==> src/rtl/posit_pkg.sv <==
// Shared types for the posit unit: formats, operations, status flags and
// the FMA arbiter state encoding.
package posit_pkg;

  typedef enum logic [1:0] {
    POSIT32_ES2,
    POSIT16_ES1,
    POSIT8_ES0
  } posit_format_e;

  typedef enum logic [3:0] {
    FMADD, FNMSUB, ADD, MUL, DIV, SQRT, SGNJ, MINMAX, CMP, CLASSIFY, F2I, I2F
  } operation_e;

  typedef struct packed {
    logic NV;
    logic DZ;
    logic OF;
    logic UF;
    logic NX;
  } status_t;

  typedef enum logic [1:0] {IDLE, ISSUE, RESP} arb_state_e;

  localparam int unsigned MAX_WIDTH = 32;

  function automatic int unsigned posit_width(posit_format_e fmt);
    case (fmt)
      POSIT16_ES1: return 16;
      POSIT8_ES0:  return 8;
      default:     return 32;
    endcase
  endfunction

  // Not-a-Real: sign bit set, every other bit clear.
  function automatic logic [MAX_WIDTH-1:0] nar(int unsigned width);
    nar = '0;
    nar[width-1] = 1'b1;
  endfunction

  function automatic logic fma_supported(operation_e op);
    return (op == FMADD) || (op == FNMSUB) || (op == ADD) || (op == MUL);
  endfunction

endpackage

==> src/rtl/posit_rr_arbiter.sv <==
// Combinational round-robin picker: first set request at or above ptr, with wrap.
module posit_rr_arbiter #(
  parameter int unsigned NUM_REQ = 4,
  localparam int unsigned ID_W = $clog2(NUM_REQ)
) (
  input  logic [NUM_REQ-1:0] req,
  input  logic [ID_W-1:0]    ptr,
  output logic [NUM_REQ-1:0] grant,
  output logic [ID_W-1:0]    grant_id,
  output logic               any
);

  int unsigned idx;

  always_comb begin
    grant    = '0;
    grant_id = '0;
    any      = 1'b0;
    idx      = 0;
    for (int unsigned i = 0; i < NUM_REQ; i++) begin
      idx = (32'(ptr) + i) % NUM_REQ;
      if (!any && req[idx]) begin
        any        = 1'b1;
        grant[idx] = 1'b1;
        grant_id   = ID_W'(idx);
      end
    end
  end

endmodule

==> src/rtl/posit_fma_arbiter.sv <==
// Shares one posit FMA between NUM_REQ requesters: round-robin grant, one
// operation in flight, unsupported ops answered locally with NaR/NV.
module posit_fma_arbiter
  import posit_pkg::*;
#(
  parameter posit_format_e pFormat = posit_format_e'(0),
  parameter int unsigned   NUM_REQ = 4,
  localparam int unsigned  WIDTH   = posit_width(pFormat),
  localparam int unsigned  ID_W    = $clog2(NUM_REQ)
) (
  input  logic                                clk_i,
  input  logic                                rst_i,
  input  logic                                flush_i,
  input  logic [NUM_REQ-1:0]                  req_valid_i,
  output logic [NUM_REQ-1:0]                  req_ready_o,
  input  logic [NUM_REQ-1:0][2:0][WIDTH-1:0]  req_operands_i,
  input  operation_e [NUM_REQ-1:0]            req_op_i,
  input  logic [NUM_REQ-1:0]                  req_op_mod_i,
  output logic [NUM_REQ-1:0]                  rsp_valid_o,
  input  logic [NUM_REQ-1:0]                  rsp_ready_i,
  output logic [WIDTH-1:0]                    rsp_result_o,
  output status_t                             rsp_status_o,
  output logic [2:0][WIDTH-1:0]               fma_operands_o,
  output operation_e                          fma_op_o,
  output logic                                fma_op_mod_o,
  output logic                                fma_tag_o,
  output logic                                fma_in_valid_o,
  input  logic                                fma_in_ready_i,
  input  logic [WIDTH-1:0]                    fma_result_i,
  input  status_t                             fma_status_i,
  input  logic                                fma_tag_i,
  input  logic                                fma_out_valid_i,
  output logic                                fma_out_ready_o,
  output logic                                fma_flush_o,
  output logic                                busy_o,
  output logic [31:0]                         ops_count_o
);

  localparam logic [WIDTH-1:0] NAR = WIDTH'(nar(WIDTH));

  arb_state_e               state_q, state_d;
  logic [ID_W-1:0]          rr_ptr_q, id_q, grant_id;
  logic [NUM_REQ-1:0]       grant;
  logic                     any;
  logic [2:0][WIDTH-1:0]    operands_q;
  operation_e               op_q;
  logic                     op_mod_q;
  logic [WIDTH-1:0]         result_q;
  status_t                  status_q;
  logic [31:0]              ops_count_q;
  logic                     fma_fire;

  posit_rr_arbiter #(.NUM_REQ(NUM_REQ)) u_rr (
    .req      (req_valid_i),
    .ptr      (rr_ptr_q),
    .grant    (grant),
    .grant_id (grant_id),
    .any      (any)
  );

  assign fma_fire = fma_in_ready_i & fma_out_valid_i & fma_tag_i;

  always_ff @(posedge clk_i) begin
    if (rst_i) state_q <= IDLE;
    else       state_q <= state_d;
  end

  always_comb begin
    state_d         = state_q;
    req_ready_o     = '0;
    rsp_valid_o     = '0;
    fma_in_valid_o  = 1'b0;
    fma_out_ready_o = 1'b0;
    fma_tag_o       = 1'b0;
    case (state_q)
      IDLE: begin
        if (!flush_i) req_ready_o = grant;
        if (any) state_d = fma_supported(req_op_i[grant_id]) ? ISSUE : RESP;
      end
      ISSUE: begin
        fma_in_valid_o  = 1'b1;
        fma_out_ready_o = 1'b1;
        fma_tag_o       = 1'b1;
        if (fma_fire) state_d = RESP;
      end
      RESP: begin
        rsp_valid_o[id_q] = 1'b1;
        if (rsp_ready_i[id_q]) state_d = IDLE;
      end
      default: state_d = IDLE;
    endcase
    if (flush_i) state_d = IDLE;
  end

  // Datapath updates are suppressed on flush so a dropped op leaves no trace.
  always_ff @(posedge clk_i) begin
    if (rst_i) begin
      rr_ptr_q    <= '0;
      id_q        <= '0;
      operands_q  <= '0;
      op_q        <= operation_e'(0);
      op_mod_q    <= 1'b0;
      result_q    <= '0;
      status_q    <= '0;
      ops_count_q <= '0;
    end else if (!flush_i) begin
      case (state_q)
        IDLE: if (any) begin
          operands_q <= req_operands_i[grant_id];
          op_q       <= req_op_i[grant_id];
          op_mod_q   <= req_op_mod_i[grant_id];
          id_q       <= grant_id;
          if (!fma_supported(req_op_i[grant_id])) begin
            result_q <= NAR;
            status_q <= status_t'{NV: 1'b1, default: 1'b0};
          end
        end
        ISSUE: if (fma_fire) begin
          result_q <= fma_result_i;
          status_q <= fma_status_i;
        end
        RESP: if (rsp_ready_i[id_q]) begin
          ops_count_q <= ops_count_q + 32'd1;
          rr_ptr_q    <= (id_q == ID_W'(NUM_REQ - 1)) ? '0 : id_q + 1'b1;
        end
        default: ;
      endcase
    end
  end

  assign fma_operands_o = operands_q;
  assign fma_op_o       = op_q;
  assign fma_op_mod_o   = op_mod_q;
  assign fma_flush_o    = flush_i;
  assign rsp_result_o   = result_q;
  assign rsp_status_o   = status_q;
  assign busy_o         = (state_q != IDLE);
  assign ops_count_o    = ops_count_q;

endmodule

==> config.mk <==
export PLATFORM = sky130hd
export DESIGN_NAME = posit_fma_arbiter
export DESIGN_NICKNAME = d
export VERILOG_FILES = /design/src/rtl/posit_pkg.sv /design/src/rtl/posit_rr_arbiter.sv /design/src/rtl/posit_fma_arbiter.sv
export SDC_FILE = /design/constraint.sdc
export NUM_CORES = 1
export LEC_CHECK = 0
export CORE_AREA = 2 2 250 252
export DETAILED_ROUTE_END_ITERATION = 12
export DIE_AREA = 0 0 252 254
export GPL_TIMING_DRIVEN = 1
export HOLD_SLACK_MARGIN = 0.02
export PLACE_DENSITY = 0.47
export SLEW_MARGIN = 20
export SYNTH_ARGS = -nofsm -noshare
export SYNTH_HDL_FRONTEND = slang
export SYNTH_SLANG_ARGS = --single-unit
==> constraint.sdc <==
create_clock -name clk_i -period 4.57 [get_ports clk_i]
set_input_delay 1.1425 -clock clk_i [delete_from_list [all_inputs] [get_ports clk_i]]
set_output_delay 1.1425 -clock clk_i [all_outputs]
set_load 0.02 [all_outputs]
==> impl_metrics.toml <==
[outcome]
status = "finished clean"

[floorplanning]
fp-row-count = 91
die_area_um2 = 64000
core_um2 = 61300
ios = 638
start_util_pct = 16.1
die_h_um = 254
die_w_um = 252

[power_and_ir_drop]
ir_worst_vdd_mv = 0.303
p_clk_share_pct = 32.5
power_density_nw_per_um2 = 270
p_seq_share_pct = 35.3
p_leak_nw = 7.32
p_comb_share_pct = 32.2
swShare_pct = 34.3
internal-power_w = 0.00319
power_switching_w = 0.00166

[worst_setup_path]
path_cells = "clkdlybuf4s50_1 -> mux4_2 -> buf_4 -> a22oi_1 -> nor2_1 -> a221oi_1 -> nor2_1 -> dlymetal6s2s_1"
cp_slowest_cell = "mux4_2"
critPathBufInv = 3
criticalPathCategory = "in2out"
crit_required_ns = 3.43
cp_slowest_stage_delay_ns = 0.52
path_depth = 8
cp.arrival_ns = 3.06
worstReg2RegStart = "rr_ptr_q[0]"
end_kind = "output pin"
cp_max_fo = 6
crit_family = "buffers and inverters"
startpoint = "req_valid_i[2]"
critPathMostFrequentCell = "nor2_1"
critPathLaunchType = "input pin"
reg2reg_depth = 11

[drt]
vias_per_cell = 4.34
wirelength_um = 52700
wl_per_cell_um = 19.2
vias = 11931
route.detailed.drc = 0
ant_nets = 0
drt_iter0_drc = 610
drt-pass1-iter-count = 4

[job]
maxCapViolations = 0

[cts]
h-tree-depth = 4
holdBufCountCts = 0
clk_latency_ns = 0.50
clock-sinks = 176
cts_buffers = 17
tritoncts = "built"
clk_pin_slew_ns = 0.08
root_buffer = "clkbuf_16"
cts_buffer_depth = 2

[logic_synthesis]
synth-main-ff-cell = "dfxtp_1"
synth_area_leaders = "dfxtp_1 (36%), nand2_1 (17%), a21oi_1 (13%)"
synth-edff-count = 0
ys_warn_count = 0
syn_nets = 1820
synth_area_um2 = 9850
synth_cell_types = 55
synth.avg_cell_area_um2 = 7.28
synth_largest_area_cell = "dfxtp_1"
synth_most_common_cell = "nand2_1"
synth_seq_cells = 176
async_flop_share_pct = 0
synthCells = 1352
synth_top_area_share_pct = 35.8
synth_common_cells = "nand2_1 (453), a21oi_1 (246), dfxtp_1 (176), a211o_1 (99), clkbuf_1 (85)"
ys_seq_area_share_pct = 35.8

[global_routing]
grt_start_max_net_pins = 73
antenna_found_initial = 8
grt_pass1_vias = 11776
grt.total_usage_pct = 15.6
grt_pass1_wl_um = 74900
overflow = 0

[sta]
finalCritPeriodShare_pct = 91.9
fin_setup_tns_ns = 0
clock_skew_ns = 0.0106
layout_min_cycle_time_ns = 4.20
drv_slew = 0
finalSetupViolations = 0
fmax_ghz = 0.238
hold_viol = 0
worst_pin_slew_ns = 0.741
slew_headroom_pct = 50.6
rsz0062_at_grt = "false"

[finish]
finish.utilization_pct = 29.3
nFillCells = 6626
drive_above_1_share_pct = 7.20
finalNetCount = 2413
syn2layout_area_growth_pct = 82.6

[placed_design]
dp_hpwl_um = 40400
gp_congestion = 0.847
io_buffers = 637

[hold_path]
hold_start = "fma_operands_o[54]"
hold_class = "reg2reg"
whs_path_depth = 1
==> per-stage QoR <==
step / cell area, um2 / power [W] / cells / setup slack [ns] / hold slack, ns
final: 18000 / 0.00485 / 2751 / 0.369 / 0.466
after floorplan: 9850 / 0.00241 / 1352 / 0.851 / 0.533
after global routing: 18000 / 0.00511 / 2751 / 0.222 / 0.477
after CTS: 18000 / 0.00497 / 2748 / 0.0161 / 0.467
after detailed placement: 17300 / 0.00333 / 2716 / -0.0590 / 0.449
after global placement: 17300 / 0.00332 / 2716 / -0.0127 / 0.441
==> registers in the layout (all words and copies together) (netlist names) <==
signal,flops
state_q,2
rsp_result_o,32
fma_op_mod_o,1
rr_ptr_q,2
ops_count_o,32
rsp_status_o,5
id_q,2
fma_op_o,4
fma_operands_o,96
==> final timing paths <==
kind	end	slack, ns
worst min register to register	fma_operands_o[54]	0.47
worst max register to register	rsp_result_o[11]	1.22
worst max-delay path	req_ready_o[2]	0.37
worst min-delay path	fma_operands_o[54]	0.47
==> cells in the final DEF (no fill, tap or decap), drive strengths merged, types with 5 or more instances in the layout <==
cell type,netlist,final
a211o,99,99
clkbuf,85,17
ha,13,13
or3,6,6
clkdlybuf4s50,0,632
nand2b,6,6
xnor2,7,7
nand3,19,19
a21oi,246,246
and2,9,9
inv,10,19
clkinv,0,6
a311oi,35,35
nand3b,5,5
o21ai,10,10
mux2i,6,6
nor2,51,51
nor3,5,5
buf,32,55
and3,8,8
dfxtp,176,176
xor2,19,19
nand2,453,453
==> cell type report <==
class | count | area, um2 | share of cell area (%)
multi-input combinational | 1049 | 5850 | 32.5
clock inverter | 15 | 181 | 1.01
inverter | 10 | 37.5 | 0.209
timing repair buffer | 691 | 6960 | 38.7
antenna | 3 | 7.51 | 0.0418
sequential | 176 | 3520 | 19.6
clock buffer | 17 | 425 | 2.37
tap | 790 | 988 | 5.50
==> repair_timing <==
item,in CTS,in global routing
buffers inserted,0,0
gates resized for setup,2,5
endpoints found under the setup margin,4,4
==> logic make-up after synthesis <==
kind of cell	Yosys count	share of synthesized area (%)
XOR/XNOR	26	2.31
buffers and inverters	127	5.48
multiplexers	10	1.41
flip-flops	176	35.8
AO/OA/AOI/OAI	417	29.2
AND/OR/NAND/NOR	583	24.2
adder cells (fa/ha/maj)	13	1.65
==> per-layer routing <==
metal | share of wire, % | up-vias | track usage (%)
li1 | - | 5885 | -
met1 | 39 | 5579 | 16.9
met2 | 51 | 407 | 28.4
met3 | 7.5 | 52 | 5.22
met4 | 1.9 | 8 | 4.78
met5 | 0.11 | - | 0
==> power by group through the flow <==
stage | clock [W] | sequential, W | combinational, W
global placement | 0 | 0.00175 | 0.00157
detailed placement | 0 | 0.00175 | 0.00158
floorplan | 0 | 0.00187 | 0.000537
global route | 0.00171 | 0.00173 | 0.00168
CTS | 0.00167 | 0.00171 | 0.00159
finish | 0.00158 | 0.00171 | 0.00156
Power figures use the tool's default switching activity.
